<file path="src/rtl/dm_access_pkg.sv">
// Shared types and constants for the data-memory load/store sequencer.
package dm_access_pkg;

  localparam logic [1:0] SIZE_B = 2'b00;
  localparam logic [1:0] SIZE_H = 2'b01;
  localparam logic [1:0] SIZE_W = 2'b10;

  typedef enum logic [1:0] {
    ST_IDLE  = 2'd0,
    ST_READ  = 2'd1,
    ST_WRITE = 2'd2,
    ST_DONE  = 2'd3
  } state_e;

  // Size code 11 is handled as a word access.
  function automatic logic is_word(input logic [1:0] size);
    return size[1];
  endfunction

  function automatic logic misaligned(input logic [1:0] size, input logic [1:0] lo);
    if (size == SIZE_H) return lo[0];
    if (is_word(size))  return lo != 2'b00;
    return 1'b0;
  endfunction

endpackage

</file>
<file path="src/rtl/dm_access_unit_if.sv">
// Core-side request/response bundle of dm_access_unit.
// addr_err exists only when DM_ALIGN_CHECK_EN is defined.
interface dm_access_unit_if;
  logic        req;
  logic        st;
  logic [1:0]  size;
  logic        sext;
  logic [31:0] addr;
  logic [31:0] wdata;
  logic        busy;
  logic        done;
  logic [31:0] rdata;
`ifdef DM_ALIGN_CHECK_EN
  logic        addr_err;

  modport master (output req, st, size, sext, addr, wdata,
                  input  busy, done, rdata, addr_err);
  modport slave  (input  req, st, size, sext, addr, wdata,
                  output busy, done, rdata, addr_err);
`else
  modport master (output req, st, size, sext, addr, wdata,
                  input  busy, done, rdata);
  modport slave  (input  req, st, size, sext, addr, wdata,
                  output busy, done, rdata);
`endif
endinterface

</file>
<file path="src/rtl/dm_lane_mux.sv">
// Little-endian byte-lane steering: load extract/extend and store merge.
module dm_lane_mux
  import dm_access_pkg::*;
(
  input  logic [1:0]  size,
  input  logic [1:0]  lo,
  input  logic        sext,
  input  logic [31:0] ld_word,
  input  logic [31:0] old_word,
  input  logic [31:0] wdata,
  output logic [31:0] ld_data,
  output logic [31:0] st_word
);

  logic [7:0]  byte_v;
  logic [15:0] half_v;

  always_comb begin
    byte_v  = ld_word[{lo, 3'b000} +: 8];
    half_v  = ld_word[{lo[1], 4'b0000} +: 16];
    ld_data = ld_word;
    st_word = wdata;
    case (size)
      SIZE_B: begin
        ld_data = {{24{sext & byte_v[7]}}, byte_v};
        st_word = old_word;
        st_word[{lo, 3'b000} +: 8] = wdata[7:0];
      end
      SIZE_H: begin
        // addr[0] is ignored: the half lane is chosen by addr[1] alone
        ld_data = {{16{sext & half_v[15]}}, half_v};
        st_word = old_word;
        st_word[{lo[1], 4'b0000} +: 16] = wdata[15:0];
      end
      default: begin
        ld_data = ld_word;
        st_word = wdata;
      end
    endcase
  end

endmodule

</file>
<file path="src/rtl/dm_access_unit.sv">
// Load/store sequencer between datapath and dm_1k (read-modify-write for sub-word stores).
// Optional DM_ALIGN_CHECK_EN: misaligned accesses complete at once with addr_err.
module dm_access_unit
  import dm_access_pkg::*;
#(
  parameter int unsigned ADDR_W = 10
) (
  input  logic               clk,
  input  logic               reset,
  dm_access_unit_if.slave    core,
  output logic [ADDR_W-1:0]  dm_addr,
  output logic [31:0]        dm_din,
  output logic               dm_we,
  input  logic [31:0]        dm_dout
);

  state_e              state_q, state_d;
  logic                st_q, st_d;
  logic [1:0]          size_q, size_d;
  logic                sext_q, sext_d;
  logic [ADDR_W-1:0]   addr_q, addr_d;
  logic [31:0]         wdata_q, wdata_d;
  logic [31:0]         merge_q, merge_d;
  logic [31:0]         rdata_q, rdata_d;
  logic [31:0]         ld_data;
  logic [31:0]         st_word;
`ifdef DM_ALIGN_CHECK_EN
  logic                err_q, err_d;
`endif

  dm_lane_mux u_lane_mux (
    .size     (size_q),
    .lo       (addr_q[1:0]),
    .sext     (sext_q),
    .ld_word  (dm_dout),
    .old_word (merge_q),
    .wdata    (wdata_q),
    .ld_data  (ld_data),
    .st_word  (st_word)
  );

  always_comb begin
    state_d = state_q;
    st_d    = st_q;
    size_d  = size_q;
    sext_d  = sext_q;
    addr_d  = addr_q;
    wdata_d = wdata_q;
    merge_d = merge_q;
    rdata_d = rdata_q;
`ifdef DM_ALIGN_CHECK_EN
    err_d   = err_q;
`endif
    unique case (state_q)
      ST_IDLE: begin
        if (core.req) begin
          st_d    = core.st;
          size_d  = core.size;
          sext_d  = core.sext;
          addr_d  = core.addr[ADDR_W-1:0];
          wdata_d = core.wdata;
`ifdef DM_ALIGN_CHECK_EN
          err_d   = misaligned(core.size, core.addr[1:0]);
          if (err_d) state_d = ST_DONE;
          else state_d = (core.st && is_word(core.size)) ? ST_WRITE : ST_READ;
`else
          state_d = (core.st && is_word(core.size)) ? ST_WRITE : ST_READ;
`endif
        end
      end
      ST_READ: begin
        merge_d = dm_dout;
        if (st_q) begin
          state_d = ST_WRITE;
        end else begin
          rdata_d = ld_data;
          state_d = ST_DONE;
        end
      end
      ST_WRITE: state_d = ST_DONE;
      ST_DONE:  state_d = ST_IDLE;
      default:  state_d = ST_IDLE;
    endcase
  end

  always_ff @(posedge clk or posedge reset) begin
    if (reset) begin
      state_q <= ST_IDLE;
      st_q    <= 1'b0;
      size_q  <= '0;
      sext_q  <= 1'b0;
      addr_q  <= '0;
      wdata_q <= '0;
      merge_q <= '0;
      rdata_q <= '0;
`ifdef DM_ALIGN_CHECK_EN
      err_q   <= 1'b0;
`endif
    end else begin
      state_q <= state_d;
      st_q    <= st_d;
      size_q  <= size_d;
      sext_q  <= sext_d;
      addr_q  <= addr_d;
      wdata_q <= wdata_d;
      merge_q <= merge_d;
      rdata_q <= rdata_d;
`ifdef DM_ALIGN_CHECK_EN
      err_q   <= err_d;
`endif
    end
  end

  assign dm_addr    = {addr_q[ADDR_W-1:2], 2'b00};
  assign dm_we      = (state_q == ST_WRITE);
  assign dm_din     = (state_q == ST_WRITE) ? st_word : '0;
  assign core.busy  = (state_q != ST_IDLE);
  assign core.done  = (state_q == ST_DONE);
  assign core.rdata = rdata_q;
`ifdef DM_ALIGN_CHECK_EN
  assign core.addr_err = (state_q == ST_DONE) && err_q;
`endif

endmodule

</file>
<file path="src/flat_wrapper.sv">
// flat-port wrapper written by rule: the top's interface ports become plain ports
module dm_access_unit_flat import dm_access_pkg::*;
#(
  parameter int unsigned ADDR_W = 10
)
  (clk, reset, dm_addr, dm_din, dm_we, dm_dout, core_req, core_st, core_size, core_sext, core_addr, core_wdata, core_busy, core_done, core_rdata);
  dm_access_unit_if core_i ();
  input  logic clk;
  input  logic reset;
  output logic [ADDR_W-1:0] dm_addr;
  output logic [31:0] dm_din;
  output logic dm_we;
  input  logic [31:0] dm_dout;
  input wire logic [$bits(core_i.req)-1:0] core_req;
  input wire logic [$bits(core_i.st)-1:0] core_st;
  input wire logic [$bits(core_i.size)-1:0] core_size;
  input wire logic [$bits(core_i.sext)-1:0] core_sext;
  input wire logic [$bits(core_i.addr)-1:0] core_addr;
  input wire logic [$bits(core_i.wdata)-1:0] core_wdata;
  output wire logic [$bits(core_i.busy)-1:0] core_busy;
  output wire logic [$bits(core_i.done)-1:0] core_done;
  output wire logic [$bits(core_i.rdata)-1:0] core_rdata;
  assign core_i.req = core_req;
  assign core_i.st = core_st;
  assign core_i.size = core_size;
  assign core_i.sext = core_sext;
  assign core_i.addr = core_addr;
  assign core_i.wdata = core_wdata;
  assign core_busy = core_i.busy;
  assign core_done = core_i.done;
  assign core_rdata = core_i.rdata;
  dm_access_unit #(.ADDR_W(ADDR_W)) u_core (.clk(clk), .reset(reset), .core(core_i), .dm_addr(dm_addr), .dm_din(dm_din), .dm_we(dm_we), .dm_dout(dm_dout));
endmodule
</file>
<file path="config.mk">
export PLATFORM = sky130hd
export DESIGN_NAME = dm_access_unit_flat
export DESIGN_NICKNAME = d
export VERILOG_FILES = /design/src/rtl/dm_access_pkg.sv /design/src/rtl/dm_access_unit_if.sv /design/src/rtl/dm_lane_mux.sv /design/src/rtl/dm_access_unit.sv /design/src/flat_wrapper.sv
export SDC_FILE = /design/constraint.sdc
export NUM_CORES = 1
export LEC_CHECK = 0
export CAP_MARGIN = 20
export CORE_ASPECT_RATIO = 1.5
export CORE_MARGIN = 8
export CORE_UTILIZATION = 35
export CTS_CLUSTER_DIAMETER = 40
export DETAILED_ROUTE_END_ITERATION = 6
export PLACE_DENSITY = 0.69
export REMOVE_ABC_BUFFERS = 1
export SLEW_MARGIN = 10
export SYNTH_ARGS = -nofsm -noshare
export SYNTH_HDL_FRONTEND = slang
export SYNTH_SLANG_ARGS = --single-unit
</file>
<file path="constraint.sdc">
create_clock -name clk -period 4.5 [get_ports clk]
set_input_delay 1.125 -clock clk [delete_from_list [all_inputs] [get_ports clk]]
set_output_delay 1.125 -clock clk [all_outputs]
set_load 0.005 [all_outputs]
</file>
## Word-level counts from Yosys, hierarchy flattened

Index checks and enable logic that the tools add are counted.
W data, S select, Z words.

- Register bits: 112
- Logic and storage cells: 39
- Input bits: 103
- Output and inout port bits: 77

- Shift operators: 6
- Muxes and demuxes: 9
- Reductions and logical operators: 6
- Equality and inequality tests: 5
- Add/sub/neg operators: 2
- Bitwise gates (word level): 3

Operators by type and width:

| operator | number |
|---|---|
| $pmux W32 S2 | 2 |
| $bwmux W32 | 2 |
| $mux W32 | 1 |
| $shift A16 B7 Y32 const A | 1 |
| $shift A8 B7 Y32 const A | 1 |
| $shiftx A16 B7 Y32 | 1 |
| $shiftx A32 B6 Y16 | 1 |
| $shiftx A32 B6 Y8 | 1 |
| $shiftx A8 B7 Y32 | 1 |
| $neg A5 Y7 | 2 |
| $pmux W2 S4 | 1 |
| $eq A2 B1 Y1 const B | 2 |
| $eq A2 B2 Y1 const B | 2 |
| $logic_not A2 Y1 | 2 |
| $mux W2 | 2 |
| $reduce_and A2 Y1 | 2 |
| $and A1 B1 Y1 | 2 |
| $ne A2 B2 Y1 const B | 1 |
| $reduce_bool A2 Y1 | 1 |
| $logic_and A1 B1 Y1 | 1 |
| $mux W1 | 1 |
| $not A1 Y1 | 1 |

## Longest topological paths before layout

Gate-level depths: netlist of the first run.

- Word-level depth: 5
- Gate-level depth with buffers: 9
- Mapped depth without buffers: 6

## Modules after synthesis

From an unflattened synthesis of the first run, not the netlist that was laid out.

- Cell total of the unflattened synthesis: 574
- Area total of the unflattened synthesis: 6,626.4 um2

By module, submodules not included:

| module | cells each | area each (um2) | times used | sequential area each (um2) |
|---|---|---|---|---|
| dm_access_unit | 299 | 4,682.0 | 1 | 2,802.7 |
| dm_lane_mux | 275 | 1,944.4 | 1 | 0.0 |

## Worst setup path after synthesis of the first run

OpenSTA, ideal clock, no wires.

- Path kind: reg2out
- Start point: register u_core.addr_q[0]
- End point: output dm_din[23]
- Arrival: 1.771 ns
- Setup slack: 1.604 ns
- Stages on the path, launching flop included: 8
- Required time: 3.375 ns
- Buffers on the path: 2
- Cells stage by stage: dfrtp_1 -> buf_4 -> inv_2 -> ha_1 -> and4_1 -> clkbuf_1 -> a221o_1 -> a22o_1

- Longest elaborated chain between the ends: 5
- Elaborated cells on any way between the ends: 6
- Those cells by class: 1 x add/sub; 2 x shift; 3 x mux

RTL lines:

| what | line | RTL |
|---|---|---|
| start: declaration | dm_access_unit.sv:21 | `logic [ADDR_W-1:0] addr_q, addr_d;` |
| start signal: assignment | dm_access_unit.sv:104 | `addr_q <= addr_d;` |
| $neg A5 Y7 (*) | dm_lane_mux.sv:27 | `st_word[{lo, 3'b000} +: 8] = wdata[7:0];` |
| $shiftx A8 B7 Y32 / $shift A8 B7 Y32 (equally long branches) | dm_lane_mux.sv:27 |  |
| $bwmux W32 (*) | dm_lane_mux.sv:27 |  |
| $pmux W32 S2 (*) | dm_lane_mux.sv:23 | `case (size)` |
| $mux W32 (*) | dm_access_unit.sv:116 | `assign dm_din = (state_q == ST_WRITE) ? st_word : '0;` |
| end: declaration | flat_wrapper.sv:11 | `output logic [31:0] dm_din;` |

Every way passes the cells marked *; elsewhere a longest branch is shown, timed or not.

## Worst setup path after layout of the first run

- Start point: register u_core.addr_q[0]
- End point: output dm_din[29]

The elaborated chain is that of the path after synthesis.

==> out/results.ini, run 1 <==
[run_status]
status = complete, no violations

[sta]
setup_viol = 0
min_period_ps = 4090
hold_violations = 0
setup_slack_ps = 407
fin_crit_sh_pct = 90.9
slew_headroom_pct = 44.8
tightest_slew_ps = 827
fin_skew_ps = 11.7
max_freq_mhz = 244
slew_viol_final = 0
fin_tns_setup_ps = 0
rsz0062_at_grt = no

[clocking]
cts_setup_buffers = 0
clk_pin_slew_worst_paths_ps = 80
clk_latency_ps = 350
cts-root-buf = clkbuf_16
cts.path.max_buffers = 2
htree_levels = 3
cts_buffers = 9
cts_tree = done
cts_hold_buffers = 0
cts.sinks = 112

[detailed_routing]
drtIter0Drc = 384
route.detailed.drc = 0
wl_per_cell_um = 21.3
drt-total-wl_mm = 19.3
antenna_left = 0
drt_pass1_iterations = 4
vias = 4930
vias_per_cell = 5.45

[final_layout]
drive_gt1_share_pct = 19.1
area_growth_syn_to_layout_pct = 32.3
num-nets-final = 800
postLayoutCellArea_sq_mm = 0.00808
fillerInstances = 1609
antenna_cells = 0

[power]
pwr-share-comb_pct = 51.8
p_sw_mw = 2.35
powerDensity_mw_per_mm2 = 736
swShare_pct = 39.5
clockPowerShare_pct = 13.5
power_leakage_nw = 3.27
power.internal_mw = 3.60
p_seq_share_pct = 34.7
vdd_ir_drop_max_mv = 0.495

[critical_path]
worstReg2RegEnd = u_core.core.rdata[27]$_DFFE_PP0P_
slowest_stage = dfrtp_1
ff2ff_path_depth = 7
timing.rr.start = u_core.state_q[1]$_DFFE_PP0P_
cp_max_fo = 11
crit_chain = inv_2 -> ha_1 -> nor4b_4 -> a221oi_1 -> nor2_1 -> clkdlybuf4s50_1
cp_top_family = simple AND/OR/NAND/NOR gates
cp_data_arrival_time_ps = 2970
path_depth = 6
worstPathRequired_ps = 3380
critical_path_class = register to output port
crit_buf_inv = 2
cp-start-kind = register
ff2ff_setup_slack_ps = 1820
critPathCapture = dm_din[29]
worstSetupEndpointType = output port
critPathLaunch = u_core.addr_q[0]$_DFFE_PP0P_
crit_path_max_incr_delay_ps = 610

[synth]
ys_top_cells_by_count = 112 x dfrtp_1, 81 x mux2_2, 48 x nand2_1
avgSynthCellArea_sq_um = 10.9
yosysSeqAreaShare_pct = 45.9
synth_top_cell_by_area = dfrtp_1
yosysMostFrequentCell = dfrtp_1
synth-seq-cells = 112
yosysUniqueCellTypes = 47
ys_warn_count = 0
ys_async_sr_fraction_pct = 100
synth-main-ff-cell = dfrtp_1
synth_edf_count = 0
synth_top_area_share_pct = 45.9
synth_area_sq_mm = 0.00611
syn_inst = 561
yosys-top-cells-area = dfrtp_1 46%, mux2_2 15%, mux2i_1 4.6%, a21oi_1 3.4%, nand2_1 2.9%

[floorplanning]
die-area_sq_mm = 0.0220
core_area_sq_mm = 0.0172
rows = 59
io_pins = 180
die_h_um = 178
die_w_um = 124
start_util_pct = 35.5

[global_routing]
grt_pass1_wl_mm = 29.4
grt_use_total_pct = 17.5
grt_pass1_vias = 5156
grt_max_degree = 85
gr-total-overflow = 0
antenna_found_initial = 0

[min_path]
hp-class = register to register

[placed_design]
pre_cts_ws_ps = 626
post-dp-hpwl_mm = 14.6
io_buffers = 155
gp_congestion = 0.846
place_area_sq_mm = 0.00772

[job]
maxCapViolCount = 0

==> power groups by stage <==
stage	Sequential, mW	Combinational (mW)	Clock (mW)
after global routing	2.14	3.38	0.863
final	2.06	3.08	0.805
after CTS	2.07	3.09	0.828
after detailed placement	2.09	3.08	0
after floorplan	1.96	1.76	0
after global placement	2.06	2.99	0
==> repair_timing <==
item / CTS / global route
resized for setup: 0 / 1
endpoints found under the setup margin: 0 / 2
endpoints found under the hold margin: 0 / 0
==> logic make-up (layout without fill, tap and decap cells) <==
| kind of cell | count (synthesis) | in the layout | share of synthesized area (%) |
|---|---|---|---|
| AOI/OAI and AO/OA | 130 | 130 | 15.3 |
| adders and majority gates | 10 | 10 | 2.05 |
| buffers and inverters | 67 | 197 | 5.49 |
| DFF | 112 | 112 | 45.9 |
| muxes | 110 | 110 | 19.8 |
| other | 1 | 2 | 0.0614 |
| and+or+nand+nor | 131 | 131 | 11.4 |
==> flip-flops by register name, indices dropped and copies added, names as in the netlist <==
name               cells
u_core.state_q         2
u_core.core.rdata     32
u_core.size_q          2
u_core.sext_q          1
u_core.wdata_q        32
u_core.merge_q        32
u_core.st_q            1
u_core.addr_q         10
==> per-stage QoR <==
stage,util [%],total power [mW],cells,hold WS [ps]
4_1_cts,46.6,5.99,902,511
6_report,47.0,5.95,905,506
5_1_grt,47.0,6.38,905,530
2_1_floorplan,-,3.72,510,472
3_5_place_dp,44.9,5.16,886,491
3_3_place_gp,44.9,5.05,886,489
==> routing by layer <==
layer	share of wire [%]	GRT usage, %
met5	0	0
met4	2.3	5.69
met3	6.8	4.14
met2	53	30.8
met1	38	20.3
==> final cells by class <==
type | instances | area [sq um] | area share (%)
multi-input cells | 383 | 2980 | 36.9
clock inverters | 7 | 72.6 | 0.898
inverters | 15 | 58.8 | 0.727
repair buffers | 166 | 1670 | 20.7
flip-flops and latches | 112 | 2800 | 34.7
clock buffers | 9 | 225 | 2.79
well taps | 213 | 267 | 3.30
==> how the worst min path moves through the flow <==
stage / slack, ps / end / depth (start not counted) / from
finish: 510 / u_core.merge_q[9]$_DFFE_PP0N_ / 1 / u_core.merge_q[9]$_DFFE_PP0N_
global placement: 490 / u_core.addr_q[4]$_DFFE_PP0P_ / 1 / u_core.addr_q[4]$_DFFE_PP0P_
global route: 530 / u_core.merge_q[8]$_DFFE_PP0N_ / 1 / u_core.merge_q[8]$_DFFE_PP0N_
floorplan: 470 / u_core.merge_q[10]$_DFFE_PP0N_ / 1 / u_core.merge_q[10]$_DFFE_PP0N_
CTS: 510 / u_core.addr_q[8]$_DFFE_PP0P_ / 1 / u_core.addr_q[8]$_DFFE_PP0P_
detailed placement: 490 / u_core.merge_q[8]$_DFFE_PP0N_ / 1 / u_core.merge_q[8]$_DFFE_PP0N_
==> cells in the final DEF, fill, tap and decap left out, types with 8 or more instances in the layout <==
cell type,n
a21oi_2,9
nor2b_1,11
ha_1,10
a221o_1,11
nand2b_1,8
a22o_1,8
mux2_2,81
nor2_1,35
o21ai_0,13
inv_1,11
o221ai_1,8
a221oi_1,16
mux2i_1,28
a21boi_1,8
dfrtp_1,112
clkbuf_16,9
clkdlybuf4s50_1,155
buf_4,8
and2_1,9
a21oi_1,42
nand2_1,47
Note: power is estimated with default switching activity, not from simulation.
==> run 2: changes to the inputs <==
- clock period: 4.5 -> 5.1 ns (I/O delays scaled with it)
==> out/results.ini, run 2 (synthesis gave the netlist of run 1 again) <==
[final_layout]
drive_gt1_share_pct = 18.8
antenna_cells = 0
mostFrequentLayoutCell = clkdlybuf4s50_1
area_growth_syn_to_layout_pct = 32.2
final_util_pct = 47.0
num-nets-final = 799
final_cell_mix = 155 x clkdlybuf4s50_1, 112 x dfrtp_1, 81 x mux2_2
fillerInstances = 1630

[clocking]
htree_levels = 3
cts.path.max_buffers = 2
cts.sinks = 112
cts_hold_buffers = 0
cts_buffers = 9
clk_latency_ps = 350
cts_resized = 0
cts_tree = done
cts_setup_buffers = 0
cts-root-buf = clkbuf_16
clk_pin_slew_worst_paths_ps = 70

[detailed_routing]
antenna_left = 0
vias = 4985
drt_pass1_iterations = 7
route.detailed.drc = 0
drt-total-wl_mm = 19.8
wl_per_cell_um = 21.9
drtIter0Drc = 335
vias_per_cell = 5.51

[min_path]
hp-class = register to register

[sta]
max_freq_mhz = 208
rsz0062_at_grt = no
setup_viol = 0
setup_slack_ps = 298
fin_crit_sh_pct = 94.2
slew_viol_final = 0
tightest_slew_ps = 944
hold_violations = 0
min_period_ps = 4800
slew_headroom_pct = 36.6
fin_skew_ps = 8.15
fin_tns_setup_ps = 0
hold_ws_ps = 508

[floorplanning]
die-area_sq_mm = 0.0220
die_w_um = 124
core_area_sq_mm = 0.0172
start_util_pct = 35.5
rows = 59
io_pins = 180
die_h_um = 178

[placed_design]
io_buffers = 155
post-dp-hpwl_mm = 15.0
gp_congestion = 0.818
pre_cts_ws_ps = 825

[critical_path]
cp-start-kind = register
cp_data_arrival_time_ps = 3530
cp_max_fo = 19
critical_path_class = register to output port
worstPathRequired_ps = 3830
worstSetupEndpointType = output port

[power]
pwr-share-comb_pct = 50.4
swShare_pct = 38.7
power.internal_mw = 3.29
p_sw_mw = 2.07
power_leakage_nw = 3.28
clockPowerShare_pct = 14.9
p_seq_share_pct = 34.7
powerDensity_mw_per_mm2 = 663
vdd_ir_drop_max_mv = 0.462

[global_routing]
gr-total-overflow = 0
grt_max_degree = 57
grt_pass1_wl_mm = 29.9
antenna_found_initial = 0
grt_use_total_pct = 17.9
grt_pass1_vias = 5306

[run_status]
status = complete, no violations

[job]
maxCapViolCount = 0

## run 2: changes by cell type in the layout (fill, tap and decap cells not counted)
cell and change:
buf_12 -1, buf_16 -1, buf_4 +1, bufinv_16 +2
clkbuf_8 +2, clkinv_4 +1, clkinv_8 -1, clkinvlp_4 -2
inv_8 -2, nor3_1 +1, nor3_2 -1
## run 2: per-stage QoR
step	instance area, sq um	instances	power (mW)
after floorplan	5840	510	3.28
after global placement	7730	887	4.47
after detailed placement	7730	887	4.58
after CTS	8070	903	5.39
after global routing	8080	904	5.72
final	8080	904	5.36
## run 2: critical path, cell delays in order, from the launching register on
cell	delay, ps
dfrtp_1	880
inv_2	160
ha_1	390
nor3_1	790
a221oi_1	190
nor2_1	220
clkdlybuf4s50_1	540
## run 2: power by group through the flow
stage	clock network (mW)	registers (mW)	logic, mW
2_1_floorplan	0	1.73	1.55
3_3_place_gp	0	1.84	2.62
3_5_place_dp	0	1.87	2.71
4_1_cts	0.819	1.86	2.72
5_1_grt	0.855	1.91	2.95
6_report	0.801	1.86	2.70
## run 2: per-layer routing
| layer | global-route usage [%] | wire length, um | vias up |
|---|---|---|---|
| met1 | 20.6 | 7600 | 2493 |
| li1 | - | - | 2257 |
| met2 | 31.7 | 10400 | 193 |
| met5 | 0 | 0 | - |
| met4 | 6.75 | 612 | 0 |
| met3 | 3.63 | 1230 | 42 |
## run 2: worst paths after layout
check / from / slack (ps) / cells past startpoint / to
max reg2reg: u_core.state_q[1]$_DFFE_PP0P_ / 2410 / 7 / u_core.core.rdata[30]$_DFFE_PP0P_
max in group asynchronous: reset / 2780 / 3 / u_core.wdata_q[22]$_DFFE_PP0P_
min: u_core.core.rdata[7]$_DFFE_PP0P_ / 510 / 1 / u_core.core.rdata[7]$_DFFE_PP0P_
min in group asynchronous: reset / 1390 / 2 / u_core.core.rdata[26]$_DFFE_PP0P_
min reg2reg: u_core.core.rdata[7]$_DFFE_PP0P_ / 510 / 1 / u_core.core.rdata[7]$_DFFE_PP0P_
max: u_core.addr_q[1]$_DFFE_PP0P_ / 300 / 6 / dm_din[2]
## run 2: area by class of cell
class                           count  area [sq um]  share of cell area [%]
Inverter                           15          58.8                   0.728
Clock buffer                       11           253                    3.13
Tap cell                          213           267                    3.30
Timing Repair Buffer              165          1630                    20.2
Multi-Input combinational cell    383          2980                    36.9
Sequential cell                   112          2800                    34.7
Clock inverter                      5          87.6                    1.08
